$ cat src/rtl/song_sequencer_if.sv
// Bundle between the key/counter side and the song sequencer.
// master: debounced keys plus ROM address counter feedback, consumes the
//         song selection and counter controls.
// slave:  the song sequencer itself.
interface song_sequencer_if;
    logic       KEY_PLAY;
    logic       KEY_NEXT;
    logic       KEY_PREV;
    logic       MODE_LOOP;
    logic       ADDR_TICK;
    logic [9:0] CNT8;
    logic [3:0] STATE;
    logic [9:0] start_addr;
    logic [9:0] end_addr;
    logic       LOAD;
    logic       RUN;
    logic [1:0] SONG_IDX;

    modport master (
        output KEY_PLAY, KEY_NEXT, KEY_PREV, MODE_LOOP, ADDR_TICK, CNT8,
        input  STATE, start_addr, end_addr, LOAD, RUN, SONG_IDX
    );

    modport slave (
        input  KEY_PLAY, KEY_NEXT, KEY_PREV, MODE_LOOP, ADDR_TICK, CNT8,
        output STATE, start_addr, end_addr, LOAD, RUN, SONG_IDX
    );
endinterface

$ cat src/rtl/song_sequencer.sv
// Playback controller: picks the active song, tells the ROM address counter
// where the song lives, and issues the reload pulse and run enable.
// Every output is a flop; the song decode is taken from the next index so
// the addresses are already valid in the cycle LOAD is high.
module song_sequencer #(
    parameter logic [9:0] S0_START     = 10'd0,
    parameter logic [9:0] S0_END       = 10'd255,
    parameter logic [9:0] S1_START     = 10'd256,
    parameter logic [9:0] S1_END       = 10'd511,
    parameter logic [9:0] S2_START     = 10'd512,
    parameter logic [9:0] S2_END       = 10'd767,
    parameter logic [9:0] S3_START     = 10'd768,
    parameter logic [9:0] S3_END       = 10'd1023,
    parameter bit         STOP_AT_LAST = 1'b0
) (
    input  logic               CLK,
    input  logic               RST,
    song_sequencer_if.slave    bus
);

    typedef enum logic [1:0] {
        IDLE   = 2'd0,
        RELOAD = 2'd1,
        PLAY   = 2'd2,
        PAUSE  = 2'd3
    } fsm_t;

    fsm_t       fsm_q, fsm_d;
    logic [1:0] idx_q, idx_d;
    logic [3:0] state_q, state_d;
    logic [9:0] start_q, start_d;
    logic [9:0] end_q, end_d;
    logic       load_q, load_d;
    logic       run_q, run_d;
    logic       end_evt;

    // Next state and next song; one event per cycle, play > next > prev > end.
    always_comb begin
        fsm_d   = fsm_q;
        idx_d   = idx_q;
        end_evt = bus.ADDR_TICK && (bus.CNT8 >= end_q);
        case (fsm_q)
            IDLE: begin
                if (bus.KEY_PLAY) begin
                    fsm_d = RELOAD;
                end else if (bus.KEY_NEXT) begin
                    idx_d = idx_q + 2'd1;
                end else if (bus.KEY_PREV) begin
                    idx_d = idx_q - 2'd1;
                end
            end
            RELOAD: begin
                fsm_d = PLAY;
            end
            PLAY: begin
                if (bus.KEY_PLAY) begin
                    fsm_d = PAUSE;
                end else if (bus.KEY_NEXT) begin
                    idx_d = idx_q + 2'd1;
                    fsm_d = RELOAD;
                end else if (bus.KEY_PREV) begin
                    idx_d = idx_q - 2'd1;
                    fsm_d = RELOAD;
                end else if (end_evt) begin
                    if (bus.MODE_LOOP) begin
                        fsm_d = RELOAD;
                    end else if (STOP_AT_LAST && (idx_q == 2'd3)) begin
                        idx_d = 2'd0;
                        fsm_d = IDLE;
                    end else begin
                        idx_d = idx_q + 2'd1;
                        fsm_d = RELOAD;
                    end
                end
            end
            PAUSE: begin
                if (bus.KEY_PLAY) begin
                    fsm_d = PLAY;
                end else if (bus.KEY_NEXT) begin
                    idx_d = idx_q + 2'd1;
                    fsm_d = RELOAD;
                end else if (bus.KEY_PREV) begin
                    idx_d = idx_q - 2'd1;
                    fsm_d = RELOAD;
                end
            end
            default: begin
                fsm_d = IDLE;
            end
        endcase
    end

    // Output decode from the next state and next song index.
    always_comb begin
        state_d = 4'b0001;
        start_d = S0_START;
        end_d   = S0_END;
        case (idx_d)
            2'd0: begin state_d = 4'b0001; start_d = S0_START; end_d = S0_END; end
            2'd1: begin state_d = 4'b0010; start_d = S1_START; end_d = S1_END; end
            2'd2: begin state_d = 4'b0100; start_d = S2_START; end_d = S2_END; end
            2'd3: begin state_d = 4'b1000; start_d = S3_START; end_d = S3_END; end
            default: begin state_d = 4'b0001; start_d = S0_START; end_d = S0_END; end
        endcase
        load_d = (fsm_d == RELOAD);
        run_d  = (fsm_d == PLAY);
    end

    // State and output registers; reset wins over any key in the same cycle.
    always_ff @(posedge CLK) begin
        if (RST) begin
            fsm_q   <= IDLE;
            idx_q   <= 2'd0;
            state_q <= 4'b0001;
            start_q <= S0_START;
            end_q   <= S0_END;
            load_q  <= 1'b0;
            run_q   <= 1'b0;
        end else begin
            fsm_q   <= fsm_d;
            idx_q   <= idx_d;
            state_q <= state_d;
            start_q <= start_d;
            end_q   <= end_d;
            load_q  <= load_d;
            run_q   <= run_d;
        end
    end

    assign bus.SONG_IDX   = idx_q;
    assign bus.STATE      = state_q;
    assign bus.start_addr = start_q;
    assign bus.end_addr   = end_q;
    assign bus.LOAD       = load_q;
    assign bus.RUN        = run_q;

endmodule

$ cat src/flat_wrapper.sv
// flat-port wrapper written by rule: the top's interface ports become plain ports
module song_sequencer_flat 
#(
    parameter logic [9:0] S0_START     = 10'd0,
    parameter logic [9:0] S0_END       = 10'd255,
    parameter logic [9:0] S1_START     = 10'd256,
    parameter logic [9:0] S1_END       = 10'd511,
    parameter logic [9:0] S2_START     = 10'd512,
    parameter logic [9:0] S2_END       = 10'd767,
    parameter logic [9:0] S3_START     = 10'd768,
    parameter logic [9:0] S3_END       = 10'd1023,
    parameter bit         STOP_AT_LAST = 1'b0
)
  (CLK, RST, bus_KEY_PLAY, bus_KEY_NEXT, bus_KEY_PREV, bus_MODE_LOOP, bus_ADDR_TICK, bus_CNT8, bus_STATE, bus_start_addr, bus_end_addr, bus_LOAD, bus_RUN, bus_SONG_IDX);
  song_sequencer_if bus_i ();
  input  logic CLK;
  input  logic RST;
  input wire logic [$bits(bus_i.KEY_PLAY)-1:0] bus_KEY_PLAY;
  input wire logic [$bits(bus_i.KEY_NEXT)-1:0] bus_KEY_NEXT;
  input wire logic [$bits(bus_i.KEY_PREV)-1:0] bus_KEY_PREV;
  input wire logic [$bits(bus_i.MODE_LOOP)-1:0] bus_MODE_LOOP;
  input wire logic [$bits(bus_i.ADDR_TICK)-1:0] bus_ADDR_TICK;
  input wire logic [$bits(bus_i.CNT8)-1:0] bus_CNT8;
  output wire logic [$bits(bus_i.STATE)-1:0] bus_STATE;
  output wire logic [$bits(bus_i.start_addr)-1:0] bus_start_addr;
  output wire logic [$bits(bus_i.end_addr)-1:0] bus_end_addr;
  output wire logic [$bits(bus_i.LOAD)-1:0] bus_LOAD;
  output wire logic [$bits(bus_i.RUN)-1:0] bus_RUN;
  output wire logic [$bits(bus_i.SONG_IDX)-1:0] bus_SONG_IDX;
  assign bus_i.KEY_PLAY = bus_KEY_PLAY;
  assign bus_i.KEY_NEXT = bus_KEY_NEXT;
  assign bus_i.KEY_PREV = bus_KEY_PREV;
  assign bus_i.MODE_LOOP = bus_MODE_LOOP;
  assign bus_i.ADDR_TICK = bus_ADDR_TICK;
  assign bus_i.CNT8 = bus_CNT8;
  assign bus_STATE = bus_i.STATE;
  assign bus_start_addr = bus_i.start_addr;
  assign bus_end_addr = bus_i.end_addr;
  assign bus_LOAD = bus_i.LOAD;
  assign bus_RUN = bus_i.RUN;
  assign bus_SONG_IDX = bus_i.SONG_IDX;
  song_sequencer #(.S0_START(S0_START), .S0_END(S0_END), .S1_START(S1_START), .S1_END(S1_END), .S2_START(S2_START), .S2_END(S2_END), .S3_START(S3_START), .S3_END(S3_END), .STOP_AT_LAST(STOP_AT_LAST)) u_core (.CLK(CLK), .RST(RST), .bus(bus_i));
endmodule
$ cat config.mk
export PLATFORM = sky130hd
export DESIGN_NAME = song_sequencer_flat
export DESIGN_NICKNAME = d
export VERILOG_FILES = /design/src/rtl/song_sequencer_if.sv /design/src/rtl/song_sequencer.sv /design/src/flat_wrapper.sv
export SDC_FILE = /design/constraint.sdc
export NUM_CORES = 1
export LEC_CHECK = 0
export ABC_AREA = 1
export CAP_MARGIN = 20
export CORE_ASPECT_RATIO = 1.25
export CORE_MARGIN = 2
export CORE_UTILIZATION = 42
export DETAILED_ROUTE_END_ITERATION = 8
export HOLD_SLACK_MARGIN = 0.12
export PLACE_DENSITY = 0.9
export SLEW_MARGIN = 20
export SYNTH_ARGS = -nofsm -noshare
export SYNTH_HDL_FRONTEND = slang
export SYNTH_SLANG_ARGS = --single-unit
$ cat constraint.sdc
create_clock -name CLK -period 4.05 [get_ports CLK]
set_input_delay 0.81 -clock CLK [delete_from_list [all_inputs] [get_ports CLK]]
set_output_delay 0.81 -clock CLK [all_outputs]
set_load 0.02 [all_outputs]
# == Yosys cells after proc, flatten, opt, wreduce, memory -nomap -nowiden ==
# Index checks and enable logic that the tools add are counted.
# word_totals
regBits,30
wordCells,43
# op_classes
add_sub_neg,2
order_cmp,1
eq_ne,8
muxes,21
reduce_logical,4
# ops
operator,n
10-bit one-hot mux with 4 select lines,2
2-bit 2-to-1 mux,16
4-bit one-hot mux with 4 select lines,1
2-bit == test (second input constant),5
10-bit greater-or-equal comparator,1
2-bit one-hot mux with 4 select lines,1
2-bit by 1-bit == test with 1-bit output (second input constant),3
2-bit zero test,2
2-bit one-hot mux with 2 select lines,1
2-bit by 1-bit adder with 2-bit output (second input constant),1
2-bit OR reduction,1
2-bit by 1-bit subtractor with 2-bit output (second input constant),1
1-bit logical AND,1

# == Depth between registers and ports, before layout ==
# depth
depth_word,9
depth_mapped,17
mapped_depth_nobuf,16

# == Worst setup path before layout ==
# OpenSTA, ideal clock, no wires.
# synth_timing
path_type,input to register
startpoint,in bus_CNT8[9]
endpoint,"reg u_core.state_q[1], in the netlist u_core.bus.STATE[1]"
t_arrival_ns,1.844
slack_ns,2.094
cell_stages,14
path_buffers,0
path_cell_list,ha_1 -> nand2_1 -> inv_1 -> nand3_1 -> nand2_2 -> nand4_1 -> inv_1 -> nand2_1 -> nand3_1 -> nand2_1 -> nand2_1 -> nand2_1 -> nand2_1 -> nor2_2
# synth_via
elab_chain_cells,9
word_cells_on_any_way,12
classes_between,order compare: 1; eq/ne: 3; mux: 6; reduce/logical: 2
# synth_lines
element,line_no,source
from (decl),flat_wrapper.sv:23,input wire logic [$bits(bus_i.CNT8)-1:0] bus_CNT8;
10-bit greater-or-equal comparator (*),song_sequencer.sv:41,end_evt = bus.ADDR_TICK && (bus.CNT8 >= end_q);
1-bit logical AND (*),song_sequencer.sv:41,
2-bit 2-to-1 mux (*),song_sequencer.sv:64,end else if (end_evt) begin
2-bit 2-to-1 mux (*),song_sequencer.sv:61,end else if (bus.KEY_PREV) begin
2-bit 2-to-1 mux (*),song_sequencer.sv:58,end else if (bus.KEY_NEXT) begin
2-bit 2-to-1 mux (*),song_sequencer.sv:56,if (bus.KEY_PLAY) begin
2-bit one-hot mux with 2 select lines (*),song_sequencer.sv:42,case (fsm_q)
2-bit == test (tied with other cells),song_sequencer.sv:98,case (idx_d)
4-bit one-hot mux with 4 select lines (*),song_sequencer.sv:98,
to (signal assigned),song_sequencer.sv:122,state_q <= state_d;
to (decl),song_sequencer.sv:30,"logic [3:0] state_q, state_d;"
# Every way passes the cells marked *; elsewhere a longest branch is shown, timed or not.
# A chain may end at the register's enable or synchronous reset.

==> impl_metrics.csv <==
group,metric,value,unit
worst_hold_path,hp-class,"reg -> reg",
synth,syn_inst,124,
place,port-buffer-count,28,
die,fp.dieH,54.43,um
cells_and_area,area_growth,26.94,%
setup_path,startpoint_type,"register",
place,place_area,1059,um2
clock_tree,cts-root-buf,"clkbuf_4",
pwr,leakage,0.5532,nW
detailed_routing,drtPass1Iterations,1,
clock_tree,clock-sinks,11,
sta,finalMaxSlewViolations,0,
synth,syn_area_per_cell,6.892,um2
setup_path,cp_data_arrival_time,1.46,ns
setup_path,path_cells,"clkdlybuf4s50_1",
synth,synth_warnings,0,
sta,fin_setup_tns,0,ns
pwr,ir_drop,287.1,uV
synth,synth-edff-count,0,
setup_path,crit_family,"buffers and inverters",
grt,grt_antenna_before_repair,0,
die,io_pins,45,
grt,track_usage,14.08,%
cells_and_area,drive_gt1_share,7.333,%
sta,post-route-period-util,56.16,%
grt,grt_pass1_vias,685,
detailed_routing,wl,1.558,mm
sta,fmax,439.7,MHz
detailed_routing,postRouteAntennaNets,0,
setup_path,critical_path_class,"reg -> out",
place,place_congestion,0.7478,
job,maxCapViolCount,0,
die,start_util,43.61,%
sta,fin_crit,2.274,ns
die,die_area,2414,um2
setup_path,end_kind,"primary output",
clock_tree,cts_tree,"built",
die,dieWidth,44.35,um
cells_and_area,antenna-diode-count,0,
synth,ys_seq_elements,11,
setup_path,max_stage_delay,0.68,ns
clock_tree,htreeDepth,1,
setup_path,required,3.24,ns
clock_tree,clk_pin_slew,0.06,ns
sta,setup_violations,0,
grt,grt_max_degree,11,
detailed_routing,drt_iter0_markers,0,
place,dp_hpwl,1.314,mm
die,core_area,1959,um2
synth,synth_flop_cell,"dfxtp_1",
synth,syn-cell-area,854.6,um2
sta,hold_viol,0,
status,status,"finished, final reports clean",
detailed_routing,drc_errors,0,
sta,whs,0.7080,ns
clock_tree,ctsResizeCount,0,
sta,clock_skew,0.0003711,ns
setup_path,cp_slowest_cell,"clkdlybuf4s50_1",
clock_tree,cts_made_buffers,3,
clock_tree,clockBufferDepth,2,
pwr,p_per_area,458.3,nW/um2
setup_path,crit_buf_inv,1,
detailed_routing,viasPerCell,4.465,
clock_tree,hold_buffers,0,
cells_and_area,layout_common_cells,"clkdlybuf4s50_1, nand2_1, inv_1",
clock_tree,clkLatencyLatePin,0.26,ns
clock_tree,cts_setup_buffers,0,
detailed_routing,num_vias,759,
setup_path,worstPathMaxFanout,10,
grt,overflow,0,
synth,synth-seq-area-share,25.77,%
cells_and_area,final_common_cell,"clkdlybuf4s50_1",
cells_and_area,finish.instance_area,1085,um2
die,rows,18,
synth,ys_types,24,
sta,rsz0062_at_grt,"no",
cells_and_area,layout.nets,174,
grt,grt_pass1_wl,2.546,mm
pwr,p_total,497.2,uW
synth,synthArstFlopShare,0,%
detailed_routing,wire_per_inst,9.165,um
worst paths after layout:
kind	start	end	slack, ns	cells after the start
min	u_core.fsm_q[1]	u_core.fsm_q[1]	0.71	4
max	u_core.bus.SONG_IDX[0]	bus_start_addr[8]	1.78	1
min reg2reg	u_core.fsm_q[1]	u_core.fsm_q[1]	0.71	4
max reg2reg	u_core.bus.SONG_IDX[0]	u_core.bus.RUN	2.16	11
worst register-to-register path, cell delays in order (launching register included):
cell and delay (ns):
dfxtp_1 0.52, inv_1 0.09, ha_1 0.30, nand2_1 0.06, inv_1 0.03, nand3_1 0.08, nand2_2 0.08, nand2_1 0.09
nor3_1 0.05, o31ai_1 0.28, nand2_1 0.11, a21oi_1 0.13
layer usage:
layer  part of all wire (%)  up-vias  GRT usage, %
li1                       -      400             -
met1                     37      326         14.00
met2                     50       31         26.23
met3                     11        2         3.960
met4                   0.83        0         7.576
met5                      0        -             0
cells by family (layout without fill, tap and decap cells):
family                     after synthesis  after routing  synth area share [%]
AOI/OAI and AO/OA                       13             13                 10.10
other                                    2             16                0.8788
buffers and inverters                   40             52                 26.79
xor gates and xnor gates                 1              1                 1.904
adders and majority gates                6              6                 8.785
DFF                                     11             11                 25.77
and+or+nand+nor                         51             51                 25.77
metrics by stage:
step / std cells / setup WS (ns) / utilization, %
6_report: 170 / 1.776 / 55.36
5_1_grt: 170 / 1.606 / 55.36
4_1_cts: 170 / 1.758 / 55.36
3_5_place_dp: 166 / 1.508 / 54.02
3_3_place_gp: 166 / 1.563 / 54.02
2_1_floorplan: 138 / 2.094 / -
cells in the mapped netlist (2+ instances only):
master	instances	area share (%)
dfxtp_1	11	26
conb_1	2	0.88
nand4_1	2	1.5
a21oi_1	3	1.8
nand2_1	26	11
nand3_1	6	3.5
nor3_1	2	1.2
o21ai_0	2	1.2
nor2_1	11	4.8
inv_1	20	8.8
nand2_2	2	1.5
buf_4	19	17
ha_1	6	8.8
o21ai_2	2	2.1
sequential cells by signal, indices dropped and copies added (netlist names):
register               count
u_core.bus.LOAD            1
u_core.bus.RUN             1
u_core.bus.SONG_IDX        2
u_core.bus.STATE           4
u_core.bus.start_addr      1
u_core.fsm_q               2
area by class of cell:
type / count / area [um2]
clock buffer: 4 / 26.28
fill: 185 / 874.6
inverter: 20 / 75.07
multi-input combinational: 87 / 457.9
sequential: 11 / 220.2
tap: 20 / 25.02
timing repair buffer: 28 / 280.3
power by group:
group	internal (mW)	total (mW)	switching, mW	leakage (nW)
clock network	0.0381	0.0717	0.0336	0.0150
logic	0.117	0.270	0.153	0.448
registers	0.134	0.156	0.0219	0.0905
No activity file was read; power rests on OpenSTA's default activity.
